File: config.mk
export PLATFORM = sky130hd
export DESIGN_NAME = lvds_lcd_packer
export DESIGN_NICKNAME = d
export VERILOG_FILES = /design/src/rtl/lvds_lcd_packer.sv
export SDC_FILE = /design/constraint.sdc
export NUM_CORES = 1
export LEC_CHECK = 0
export ABC_CLOCK_PERIOD_IN_PS = 2040
export BUFFER_PORTS_ARGS = -buffer_cell sky130_fd_sc_hd__buf_4
export CAP_MARGIN = 20
export CORE_MARGIN = 10
export CORE_UTILIZATION = 49
export CTS_CLUSTER_SIZE = 8
export DETAILED_ROUTE_END_ITERATION = 6
export GPL_ROUTABILITY_DRIVEN = 1
export GPL_TIMING_DRIVEN = 0
export PLACE_DENSITY = 0.78
export SETUP_SLACK_MARGIN = 0.02
export SYNTH_ARGS = -nofsm -noshare
export SYNTH_HDL_FRONTEND = slang
export SYNTH_SLANG_ARGS = --single-unit
File: constraint.sdc
create_clock -name CLKDIV -period 2.04 [get_ports CLKDIV]
set_input_delay 0.102 -clock CLKDIV [delete_from_list [all_inputs] [get_ports CLKDIV]]
set_output_delay 0.102 -clock CLKDIV [all_outputs]
set_load 0.01 [all_outputs]
File: src/rtl/lvds_lcd_packer.sv
// LCD video timing generator that packs RGB888 plus sync/DE into four 7-bit LVDS data-lane words and a clock-lane word.
// Optional build macro LVDS_TEST_PATTERN_EN adds TP_SEL and an 8-bar color pattern source.
module lvds_lcd_packer #(
  parameter int H_ACTIVE = 1024,
  parameter int H_FP     = 160,
  parameter int H_SYNC   = 20,
  parameter int H_BP     = 140,
  parameter int V_ACTIVE = 600,
  parameter int V_FP     = 12,
  parameter int V_SYNC   = 3,
  parameter int V_BP     = 20,
  parameter int SYNC_POL = 0
) (
  input  logic        CLKDIV,
  input  logic        RST_N,
  input  logic        EN,
  input  logic [23:0] PIX_DATA,
  input  logic        PIX_VALID,
  output logic        PIX_READY,
  output logic        FRAME_START,
  output logic [6:0]  LANE0,
  output logic [6:0]  LANE1,
  output logic [6:0]  LANE2,
  output logic [6:0]  LANE3,
  output logic [6:0]  LANE_CLK,
  output logic        OE,
  output logic        UNDERFLOW,
  input  logic        UF_CLR
`ifdef LVDS_TEST_PATTERN_EN
  ,
  input  logic        TP_SEL
`endif
);

  localparam int H_TOTAL = H_ACTIVE + H_FP + H_SYNC + H_BP;
  localparam int V_TOTAL = V_ACTIVE + V_FP + V_SYNC + V_BP;
  localparam int HW = ($clog2(H_TOTAL) > 11) ? $clog2(H_TOTAL) : 11;
  localparam int VW = ($clog2(V_TOTAL) > 11) ? $clog2(V_TOTAL) : 11;

  localparam logic [HW-1:0] H_LAST   = HW'(H_TOTAL - 1);
  localparam logic [HW-1:0] H_ACT_E  = HW'(H_ACTIVE);
  localparam logic [HW-1:0] HS_BEG   = HW'(H_ACTIVE + H_FP);
  localparam logic [HW-1:0] HS_END   = HW'(H_ACTIVE + H_FP + H_SYNC);
  localparam logic [VW-1:0] V_LAST   = VW'(V_TOTAL - 1);
  localparam logic [VW-1:0] V_ACT_E  = VW'(V_ACTIVE);
  localparam logic [VW-1:0] VS_BEG   = VW'(V_ACTIVE + V_FP);
  localparam logic [VW-1:0] VS_END   = VW'(V_ACTIVE + V_FP + V_SYNC);
  localparam logic          SYNC_INV = (SYNC_POL == 0);
  localparam logic [6:0]    CLK_WORD = 7'b1100011;

  // S_START is the single lead-in cycle after EN rises; it carries FRAME_START
  // so that the first PIX_READY of the frame lands exactly one cycle later.
  typedef enum logic [1:0] {S_IDLE, S_START, S_RUN} state_t;
  state_t state;

  logic [HW-1:0] h, h_nxt;
  logic [VW-1:0] v, v_nxt;
  logic [27:0]   lanes, blank_word;
  logic [23:0]   rgb, tp_rgb;
  logic          de_cur, starve, tp_on;

  function automatic logic de_at(input logic [HW-1:0] hh, input logic [VW-1:0] vv);
    return (hh < H_ACT_E) && (vv < V_ACT_E);
  endfunction

  function automatic logic hs_lane(input logic [HW-1:0] hh);
    return ((hh >= HS_BEG) && (hh < HS_END)) ^ SYNC_INV;
  endfunction

  function automatic logic vs_lane(input logic [VW-1:0] vv);
    return ((vv >= VS_BEG) && (vv < VS_END)) ^ SYNC_INV;
  endfunction

  // Returns {LANE3, LANE2, LANE1, LANE0}.
  function automatic logic [27:0] pack(input logic [23:0] px, input logic hs,
                                       input logic vs, input logic de);
    logic [7:0] r, g, b;
    r = px[23:16];
    g = px[15:8];
    b = px[7:0];
    return {{1'b0, b[7:6], g[7:6], r[7:6]},
            {de, vs, hs, b[5:2]},
            {b[1:0], g[5:1]},
            {g[0], r[5:0]}};
  endfunction

`ifdef LVDS_TEST_PATTERN_EN
  localparam int BAR_W = (H_ACTIVE >= 8) ? (H_ACTIVE / 8) : 1;

  // Bar order white,yellow,cyan,green,magenta,red,blue,black falls out of the
  // bar index bits: R = ~idx[1], G = ~idx[2], B = ~idx[0].
  function automatic logic [23:0] bar_rgb(input logic [HW-1:0] hh);
    logic [HW-1:0] idx;
    idx = hh / HW'(BAR_W);
    if (idx > HW'(7)) idx = HW'(7);
    return {{8{~idx[1]}}, {8{~idx[2]}}, {8{~idx[0]}}};
  endfunction

  assign tp_on  = TP_SEL;
  assign tp_rgb = bar_rgb(h);
`else
  assign tp_on  = 1'b0;
  assign tp_rgb = '0;
`endif

  always_comb begin
    h_nxt = (h == H_LAST) ? '0 : h + HW'(1);
    v_nxt = v;
    if (h == H_LAST) v_nxt = (v == V_LAST) ? '0 : v + VW'(1);
  end

  assign de_cur     = (state == S_RUN) && de_at(h, v);
  assign starve     = EN && de_cur && !tp_on && !PIX_VALID;
  assign blank_word = pack(24'h0, SYNC_INV, SYNC_INV, 1'b0);

  always_comb begin
    rgb = '0;
    if (de_cur) begin
      if (tp_on)          rgb = tp_rgb;
      else if (PIX_VALID) rgb = PIX_DATA;
    end
  end

  // h/v hold the position whose PIX_READY is currently presented; the lane
  // word for that position is captured on the same edge that consumes the pixel.
  always_ff @(posedge CLKDIV or negedge RST_N) begin
    if (!RST_N) begin
      state       <= S_IDLE;
      h           <= '0;
      v           <= '0;
      PIX_READY   <= 1'b0;
      FRAME_START <= 1'b0;
      lanes       <= '0;
      LANE_CLK    <= '0;
      OE          <= 1'b0;
      UNDERFLOW   <= 1'b0;
    end else begin
      UNDERFLOW <= starve || (UNDERFLOW && !UF_CLR);
      if (!EN) begin
        state       <= S_IDLE;
        h           <= '0;
        v           <= '0;
        PIX_READY   <= 1'b0;
        FRAME_START <= 1'b0;
        lanes       <= blank_word;
        LANE_CLK    <= '0;
        OE          <= 1'b0;
      end else begin
        OE       <= 1'b1;
        LANE_CLK <= CLK_WORD;
        case (state)
          S_IDLE: begin
            state       <= S_START;
            FRAME_START <= 1'b1;
            PIX_READY   <= 1'b0;
            lanes       <= blank_word;
          end
          S_START: begin
            state       <= S_RUN;
            FRAME_START <= 1'b0;
            PIX_READY   <= de_at('0, '0) && !tp_on;
            lanes       <= blank_word;
          end
          S_RUN: begin
            h           <= h_nxt;
            v           <= v_nxt;
            PIX_READY   <= de_at(h_nxt, v_nxt) && !tp_on;
            FRAME_START <= (h_nxt == H_LAST) && (v_nxt == V_LAST);
            lanes       <= pack(rgb, hs_lane(h), vs_lane(v), de_cur);
          end
          default: state <= S_IDLE;
        endcase
      end
    end
  end

  assign LANE0 = lanes[6:0];
  assign LANE1 = lanes[13:7];
  assign LANE2 = lanes[20:14];
  assign LANE3 = lanes[27:21];

endmodule

==> results.toml, run 1 <==
[run_status]
status = "complete, but fails checks"
violations = "negative hold slack, negative setup slack"

[sta]
rsz0062_at_grt = "yes"
fmax_mhz = 410
skew_ps = 11.6
period_needed_ps = 2440
worstMarginPinSlew_ps = 687
maxSlewViolCount = 0
period_share_pct = 120
fin_hold_ws_ps = -0.338
setup_viol = 24
layout_setup_ws_ps = -402
hold_violations = 2
setup_tns_ps = -1760
maxSlewHeadroom_pct = 54.2

[worst_setup_path]
r2r_slack_ps = -400
critPathTopFamily = "compound AO/OA/AOI/OAI gates"
crit_chain = "inv_2, ha_1, nor3b_4, nand4_1, a21oi_2, o22ai_2, o311ai_2, a41o_1, a32o_1"
critical-path-slowest-cell = "dfrtp_2"
required_ps = 2310
r2r-start = "v[0]"
crit_buf_inv = 1
r2r_end = "PIX_READY"
worstRegToRegCells = 9
cpPeakStageDelay_ps = 460
arrival_ps = 2710
end_kind = "register"
cp_max_fo = 7
critPathKind = "reg -> reg"
start_kind = "register"

[layout]
final_util_pct = 73.9
final_cell_count_no_fill = 506
area_delta_synth_final_pct = 46.4
layout_commonest_cell = "buf_4"
nets = 467
drive_gt1_share_pct = 41.1
final_area_um2 = 4380
fillCellCount = 384
diodes = 0
final_cell_mix = "buf_4 (108), dfrtp_1 (53), a22o_1 (24)"

[floorplan]
initial_core_util_pct = 50.5
rows = 28
die_h_um = 98.1
core_area_um2 = 5920
io_pins = 68
die_area_um2 = 9620
die_w_um = 98.1

[clock_network]
cts_root_buf = "clkbuf_8"
clk_path_buf_depth = 2
clk_pin_slew_worst_paths_ps = 110
cts_buffers = 5
clock_sinks = 55
cts_tree = "yes"
clock_latency_ps = 320
cts_max_level = 2

[placement]
dp_hpwl_mm = 5.68
port_buffers = 63
dpl_cell_area_um2 = 3590
routabilityCongestion = 0.889
place_inst = 446

[routing]
drt_iter0_drc = 300
firstDrtPassIters = 5
drc_errors = 0
ant_nets = 0
num_vias = 2972
via_per_inst = 5.87
totalWireLength_mm = 9.86
post_drt_wl_per_cell_um = 19.5

[yosys]
async_flop_share_pct = 100
synth_area_leader_cell = "dfrtp_1"
synthCells = 305
ys.flop_type = "dfrtp_1"
postSynthAreaPerCell_um2 = 9.80
synth_area_leaders = "dfrtp_1 (46%), a22o_1 (7.0%), ha_1 (3.4%)"
synth_seq_cells = 55
ys_warn_count = 0
netlist-cell-type-count = 55
synth_top_area_share_pct = 46.1
netlist_area_um2 = 2990
synth-edff-count = 0
synth-seq-area-share_pct = 46.1

[grt]
grtUsageTotal_pct = 18.0
grt_pass1_vias = 2841
grt_pass1_wl_mm = 14.7
grt_max_degree = 56
antenna_found_initial = 0
gr-total-overflow = 0

[power]
power.leakage_nw = 2.00
vdd_drop_max_mv = 0.457
powerDensity_nw_per_um2 = 500

[worst_hold_path]
hold_depth = 2
hold_path_class = "in -> reg"
hp-start = "PIX_DATA[5]"
whs_endpoint = "lanes[17]"

[job]
cap_viol_max_count = 0
[per-stage QoR]
| step | hold WS [ps] | setup WS [ps] | power [W] |
|---|---|---|---|
| 3_3_place_gp | 191 | -406 | 0.00144 |
| 2_1_floorplan | -194 | -163 | 0.00130 |
| 5_1_grt | -2.66 | -474 | 0.00226 |
| 3_5_place_dp | 195 | -430 | 0.00145 |
| 6_report | -0.338 | -402 | 0.00219 |
| 4_1_cts | 0.531 | -302 | 0.00213 |
[layer usage]
metal | share of wire [%] | wire, µm | global-route usage (%) | vias to the layer above
li1 | - | - | - | 1331
met1 | 38 | 3750 | 21.9 | 1428
met2 | 51 | 5070 | 31.1 | 163
met3 | 7.0 | 690 | 3.95 | 50
met4 | 3.5 | 350 | 5.26 | 0
met5 | 0 | 0 | 0 | -
[worst max path at each step]
stage               slack (ps)          end  cells past startpoint     start
floorplan                 -160  FRAME_START                      8      h[0]
global placement          -410  FRAME_START                     10  state[0]
detailed placement        -430  FRAME_START                     10  state[0]
CTS                       -300  FRAME_START                      8      h[1]
global route              -470    PIX_READY                      9      v[0]
finish                    -400    PIX_READY                      9      v[0]
[cell usage after synthesis, types with 3 or more instances]
cell type and instances:
dfrtp_1 55, a22o_1 24, nand2_1 23, nor2_1 16, o21ai_0 15, and2_1 14, nand3_1 13, clkbuf_1 11
a21oi_1 10, inv_1 10, nor2b_1 10, nor3_1 10, buf_4 9, ha_1 8, xnor2_1 6, mux2i_1 5
nand4_1 5, a21boi_0 4, or3_1 4, a31oi_1 3, nor3b_1 3, o22ai_1 3
[flip-flops by register name (all words and copies together), names as in the netlist]
| signal | flops |
|---|---|
| LANE_CLK | 1 |
| lanes | 27 |
| state | 2 |
| PIX_READY | 1 |
| FRAME_START | 1 |
| v | 11 |
| UNDERFLOW | 1 |
| h | 11 |
[power by group]
part	switching (W)	leakage [nW]	internal, W
Sequential	0.0000271	0.747	0.00112
Clock	0.000388	0.0418	0.000248
Combinational	0.000204	1.21	0.000200
Total	0.000619	2.00	0.00157
[what timing repair did]
action,in CTS,in global routing
hold buffers,15,1
endpoints found under the hold margin,68,1
resized for setup,34,37
buffers inserted,24,14
pin swaps,12,17
cloned,1,0
endpoints found under the setup margin,37,43
[cell families (layout without fill, tap and decap cells)]
kind of cell               after synthesis  in the layout  synth area share [%]
AOI/OAI and AO/OA                       75             75                  18.0
xor gates and xnor gates                 8              8                  2.35
adders and majority gates                8              8                  3.35
buffers and inverters                   36            159                  6.70
DFF                                     55             55                  46.1
muxes                                    5              5                  1.68
other                                    1              4                 0.126
and+or+nand+nor                        117            117                  21.7
[final cells by class]
cell class | count | area (µm²) | area share, %
timing repair buffer | 117 | 928 | 21.2
clock buffer | 6 | 72.6 | 1.66
buffer | 24 | 214 | 4.89
sequential | 55 | 1380 | 31.5
clock inverter | 2 | 16.3 | 0.372
inverter | 10 | 37.5 | 0.858
tap | 75 | 93.8 | 2.14
multi-input combinational | 217 | 1630 | 37.3
Note: power is estimated with default switching activity, not from simulation.
==> run 2: changes to the inputs <==
--- a/config.mk
+++ b/config.mk
@@ -6,15 +6,17 @@
 export NUM_CORES = 1
 export LEC_CHECK = 0
 export ABC_CLOCK_PERIOD_IN_PS = 2040
-export BUFFER_PORTS_ARGS = -buffer_cell sky130_fd_sc_hd__buf_4
-export CAP_MARGIN = 20
+export CAP_MARGIN = 10
+export CELL_PAD_IN_SITES_DETAIL_PLACEMENT = 1
+export CELL_PAD_IN_SITES_GLOBAL_PLACEMENT = 1
 export CORE_MARGIN = 10
-export CORE_UTILIZATION = 49
+export CORE_UTILIZATION = 43
 export CTS_CLUSTER_SIZE = 8
 export DETAILED_ROUTE_END_ITERATION = 6
+export DONT_BUFFER_PORTS = 1
 export GPL_ROUTABILITY_DRIVEN = 1
 export GPL_TIMING_DRIVEN = 0
-export PLACE_DENSITY = 0.78
+export PLACE_DENSITY = 0.77
 export SETUP_SLACK_MARGIN = 0.02
 export SYNTH_ARGS = -nofsm -noshare
 export SYNTH_HDL_FRONTEND = slang
==> run 2 against run 1 <==
The run ends with negative setup slack left. Sequential share of layout area is 2.3 points higher. Sequential cell count unchanged. Design area is 6.7% lower. Non-clock buffer count decreased by 52. First-iteration DRC count shrank 25%. Final cell count fell by 9.3%. Via count is 1.9% lower. Global-route usage grew 1.5 points. Power rose by 1.0%. Wire length up 21%. Critical path type unchanged. Critical endpoint unchanged. Largest cell class unchanged.
==> results.toml, run 2 (synthesis gave the netlist of run 1 again) <==
[layout]
final_cell_count_no_fill = 459
largest_register = "lanes"
reg_top3 = "lanes x27, h x11, v x11"
nets = 415
area_delta_synth_final_pct = 36.6
final_cell_mix = "dfrtp_1 (53), buf_4 (40), dlygate4sd3_1 (28)"
diodes = 0
largest_reg_flops = 27
layout_commonest_cell = "dfrtp_1"
drive_gt1_share_pct = 29.8
fillCellCount = 712

[worst_setup_path]
critical-path-slowest-cell = "dfrtp_1"
worstRegToRegCells = 11
r2r_end = "PIX_READY"
end_kind = "register"
cp_max_fo = 8
crit_path_end = "PIX_READY"
arrival_ps = 2700
crit_top_cell = "buf_4"
required_ps = 2260
crit_start = "h[7]"
cpPeakStageDelay_ps = 400
critPathKind = "reg -> reg"
crit_chain = "buf_6, nor4b_4, nand3_2, buf_8, buf_4, nor2_2, a22o_2, buf_4, o311ai_1, a41o_1, a32o_1"
start_kind = "register"
r2r-start = "h[7]"
r2r_slack_ps = -450

[power]
vdd_drop_max_mv = 0.369
power_w = 0.00221
power.leakage_nw = 1.75
powerDensity_nw_per_um2 = 541

[placement]
place_inst = 388
dp_hpwl_mm = 5.95
routabilityCongestion = 0.904
dp_slack_ps = -449
port_buffers = 0

[sta]
fmax_mhz = 402
skew_ps = 16.0
setup_viol = 6
maxSlewHeadroom_pct = 57.5
period_share_pct = 122
rsz0062_at_grt = "yes"
maxSlewViolCount = 0
period_needed_ps = 2490
hold_violations = 0
layout_setup_ws_ps = -446
worstMarginPinSlew_ps = 637

[grt]
grt_pass1_vias = 2971
antenna_found_initial = 0
grt_max_degree = 56
grtUsageTotal_pct = 19.5
grt_pass1_wl_mm = 16.3
gr-total-overflow = 0

[routing]
drc_errors = 0
drt_iter0_drc = 226
via_per_inst = 6.35
totalWireLength_mm = 11.9
post_drt_wl_per_cell_um = 25.9
num_vias = 2915
firstDrtPassIters = 5
ant_nets = 0

[run_status]
status = "complete, but fails checks"
violations = "negative setup slack"

[floorplan]
die_h_um = 103
initial_core_util_pct = 44.2
rows = 30
die_w_um = 103
die_area_um2 = 10700
core_area_um2 = 6760
io_pins = 68

[worst_hold_path]
hold_path_class = "in -> reg"
hold_depth = 2
hp-start = "EN"

[clock_network]
cts_root_buf = "clkbuf_8"
clock_latency_ps = 330
clock_sinks = 55
cts_tree = "yes"
cts_buffers = 5
clk_pin_slew_worst_paths_ps = 120
clk_path_buf_depth = 2
cts_max_level = 2

[job]
cap_viol_max_count = 0
-- run 2: worst max-delay path: cells and delay by family (launching register included) --
family | cells | cell delay (ps)
compound gates | 4 | 780
simple gates | 3 | 610
buf+inv | 4 | 600
flops | 1 | 400
-- run 2: layout make-up --
type	count	area, µm²	area share, %
flip-flops and latches	55	1380	33.8
clock buffers	5	68.8	1.69
inverters	10	37.5	0.920
well taps	80	100	2.45
multi-input cells	217	1660	40.8
repair buffers	64	588	14.4
plain buffers	25	219	5.37
clock inverters	3	25.0	0.613
-- run 2: worst min path at each step --
stage / end / slack [ps]
4_1_cts: v[3] / 170
6_report: v[8] / 200
2_1_floorplan: FRAME_START / -190
5_1_grt: v[7] / 190
3_3_place_gp: h[0] / -190
3_5_place_dp: h[1] / -190
-- run 2: metrics by stage --
stage,instance area (µm²),TNS [ps],hold WS (ps),util (%)
floorplan,3020,-235,-194,-
detailed placement,3120,-10490,-191,46.2
finish,4080,-1020,196,60.4
global placement,3120,-7870,-190,46.2
global route,4080,-1880,193,60.4
CTS,3850,-1770,167,57.0
-- run 2: per-layer routing --
metal / global-route usage, % / vias to the layer above / share of wire [%]
met5: 0 / - / 0
met4: 5.13 / 0 / 5.1
met3: 4.05 / 53 / 6.3
met2: 35.8 / 156 / 53
met1: 22.2 / 1475 / 36
li1: - / 1231 / -
-- run 2: report_power, final --
group          total [W]  internal [W]  switching, W
logic           0.000358      0.000160      0.000199
registers        0.00116       0.00112     0.0000435
clock network   0.000688      0.000252      0.000436
-- run 2: repair_timing --
action | in CTS | in global routing
setup buffers | 22 | 12
hold endpoints to repair | 81 | 0
resized for setup | 42 | 43
setup endpoints to repair | 44 | 41
gates cloned | 1 | 0
hold buffers | 29 | 0
pin swaps | 16 | 10
==> run 3: changes to the inputs <==
--- a/config.mk
+++ b/config.mk
@@ -16,6 +16,7 @@
 export DONT_BUFFER_PORTS = 1
 export GPL_ROUTABILITY_DRIVEN = 1
 export GPL_TIMING_DRIVEN = 0
+export MAX_ROUTING_LAYER = met4
 export PLACE_DENSITY = 0.77
 export SETUP_SLACK_MARGIN = 0.02
 export SYNTH_ARGS = -nofsm -noshare
==> run 3 against run 2 <==
The run still ends with negative setup slack left. Clock-buffer cell count is the same. Critical path depth shrank 1. Clock power shrank 3.1%. Global-route usage grew 0.59 points. Largest power group unchanged.
==> results.toml, run 3 (synthesis gave the netlist of run 1 again) <==
[layout]
area_delta_synth_final_pct = 34.3
reg_top3 = "lanes x27, h x11, v x11"
layout_commonest_cell = "dfrtp_1"
largest_register = "lanes"
drive_gt1_share_pct = 28.4
largest_reg_flops = 27
final_area_um2 = 4010
nets = 413
fillCellCount = 731
final_cell_mix = "dfrtp_1 (53), buf_4 (39), dlygate4sd3_1 (28)"
diodes = 0

[worst_hold_path]
hold_path_class = "in -> reg"
hold_depth = 2
hp-start = "EN"
whs_endpoint = "v[7]"

[worst_setup_path]
critPathKind = "reg -> reg"
critPathTopFamily = "simple AND/OR/NAND/NOR gates"
worstRegToRegCells = 10
critical_path_cell_count = 10
r2r_slack_ps = -360
start_kind = "register"
required_ps = 2300
cpPeakStageDelay_ps = 540
r2r_end = "FRAME_START"
critical-path-slowest-cell = "or4_4"
r2r-start = "state[0]"
cp_max_fo = 4
crit_chain = "inv_2, ha_4, buf_8, nand2_2, nor2_2, and3_2, nand4_1, or4_4, or4_1, o21ai_1"
end_kind = "register"
crit_buf_inv = 2
arrival_ps = 2660

[sta]
maxSlewViolCount = 0
rsz0062_at_grt = "yes"
setup_viol = 5
maxSlewHeadroom_pct = 58.0
hold_violations = 0
worstMarginPinSlew_ps = 630
fmax_mhz = 417
period_needed_ps = 2400
period_share_pct = 118
skew_ps = 15.7
layout_setup_ws_ps = -360

[clock_network]
cts_max_level = 2
clk_path_buf_depth = 2
cts_root_buf = "clkbuf_8"
cts_tree = "yes"
cts_buffers = 5
clk_pin_slew_worst_paths_ps = 110
clock_sinks = 55
clock_latency_ps = 330

[grt]
grtUsageTotal_pct = 20.1
grt_pass1_vias = 2968
gr-total-overflow = 0
antenna_found_initial = 0
grt_max_degree = 56
grt_pass1_wl_mm = 16.3

[routing]
ant_nets = 0
num_vias = 2770
totalWireLength_mm = 10.7
post_drt_wl_per_cell_um = 23.5
drc_errors = 0
drt_iter0_drc = 169
firstDrtPassIters = 4
via_per_inst = 6.06

[placement]
dp_hpwl_mm = 5.95
port_buffers = 0
routabilityCongestion = 0.920
dpl_cell_area_um2 = 3120
dp_slack_ps = -449

[power]
vdd_drop_max_mv = 0.322
powerDensity_nw_per_um2 = 541
power_w = 0.00217
power.leakage_nw = 1.74

[floorplan]
rows = 30
die_area_um2 = 10700
die_h_um = 103
core_area_um2 = 6760
initial_core_util_pct = 44.2
io_pins = 68
die_w_um = 103

[job]
cap_viol_max_count = 0

[run_status]
status = "complete, but fails checks"
violations = "negative setup slack"
run 3: power breakdown:
group,total (W),internal [W],switching [W]
clock network,0.000667,0.000252,0.000415
logic,0.000347,0.000157,0.000190
registers,0.00116,0.00112,0.0000398
total,0.00217,0.00153,0.000645
run 3: worst max-delay path by stage:
stage                   from          end  slack, ps
global route            h[7]  FRAME_START       -480
CTS                     h[1]  FRAME_START       -330
finish              state[0]  FRAME_START       -360
global placement    state[0]  FRAME_START       -450
floorplan               h[0]  FRAME_START       -160
detailed placement  state[0]  FRAME_START       -450
run 3: cell type report:
| class | instances | area [µm²] | area share, % |
|---|---|---|---|
| well taps | 80 | 100 | 2.49 |
| repair buffers | 62 | 569 | 14.2 |
| inverters | 10 | 37.5 | 0.935 |
| flip-flops and latches | 55 | 1380 | 34.4 |
| clock inverters | 3 | 25.0 | 0.623 |
| multi-input cells | 217 | 1620 | 40.2 |
| clock buffers | 5 | 68.8 | 1.71 |
| plain buffers | 25 | 219 | 5.46 |
run 3: worst register-to-register path, delay by kind of cell (launching register included):
kind,cells,cell delay (ps)
AO/OA/AOI/OAI,1,100
buffers and inverters,2,200
AND/OR/NAND/NOR,6,1480
flip-flops,1,410
adder cells (fa/ha/maj),1,150
run 3: routing by layer:
metal  routed length (µm)  part of all wire [%]  global-route usage [%]  vias up
met5                    0                     0                       -        -
met4                  229                   2.1                    5.13        0
met3                  578                   5.4                    4.19       25
met2                 5890                    55                    35.8       96
met1                 4030                    38                    22.3     1425
li1                     -                     -                       -     1224
run 3: timing repair:
item	in CTS	in global routing
hold buffers	29	0
pin swaps	16	8
cloned	1	0
hold endpoints to repair	81	0
setup buffers	22	10
resized for setup	42	32
endpoints found under the setup margin	44	41
run 3: stage by stage:
| stage | std cells | hold slack (ps) | setup TNS (ps) | util (%) |
|---|---|---|---|---|
| finish | 457 | 185 | -805 | 59.4 |
| floorplan | 308 | -194 | -235 | - |
| CTS | 447 | 167 | -1770 | 57.0 |
| detailed placement | 388 | -191 | -10490 | 46.2 |
| global placement | 388 | -190 | -7870 | 46.2 |
| global route | 457 | 186 | -1570 | 59.4 |
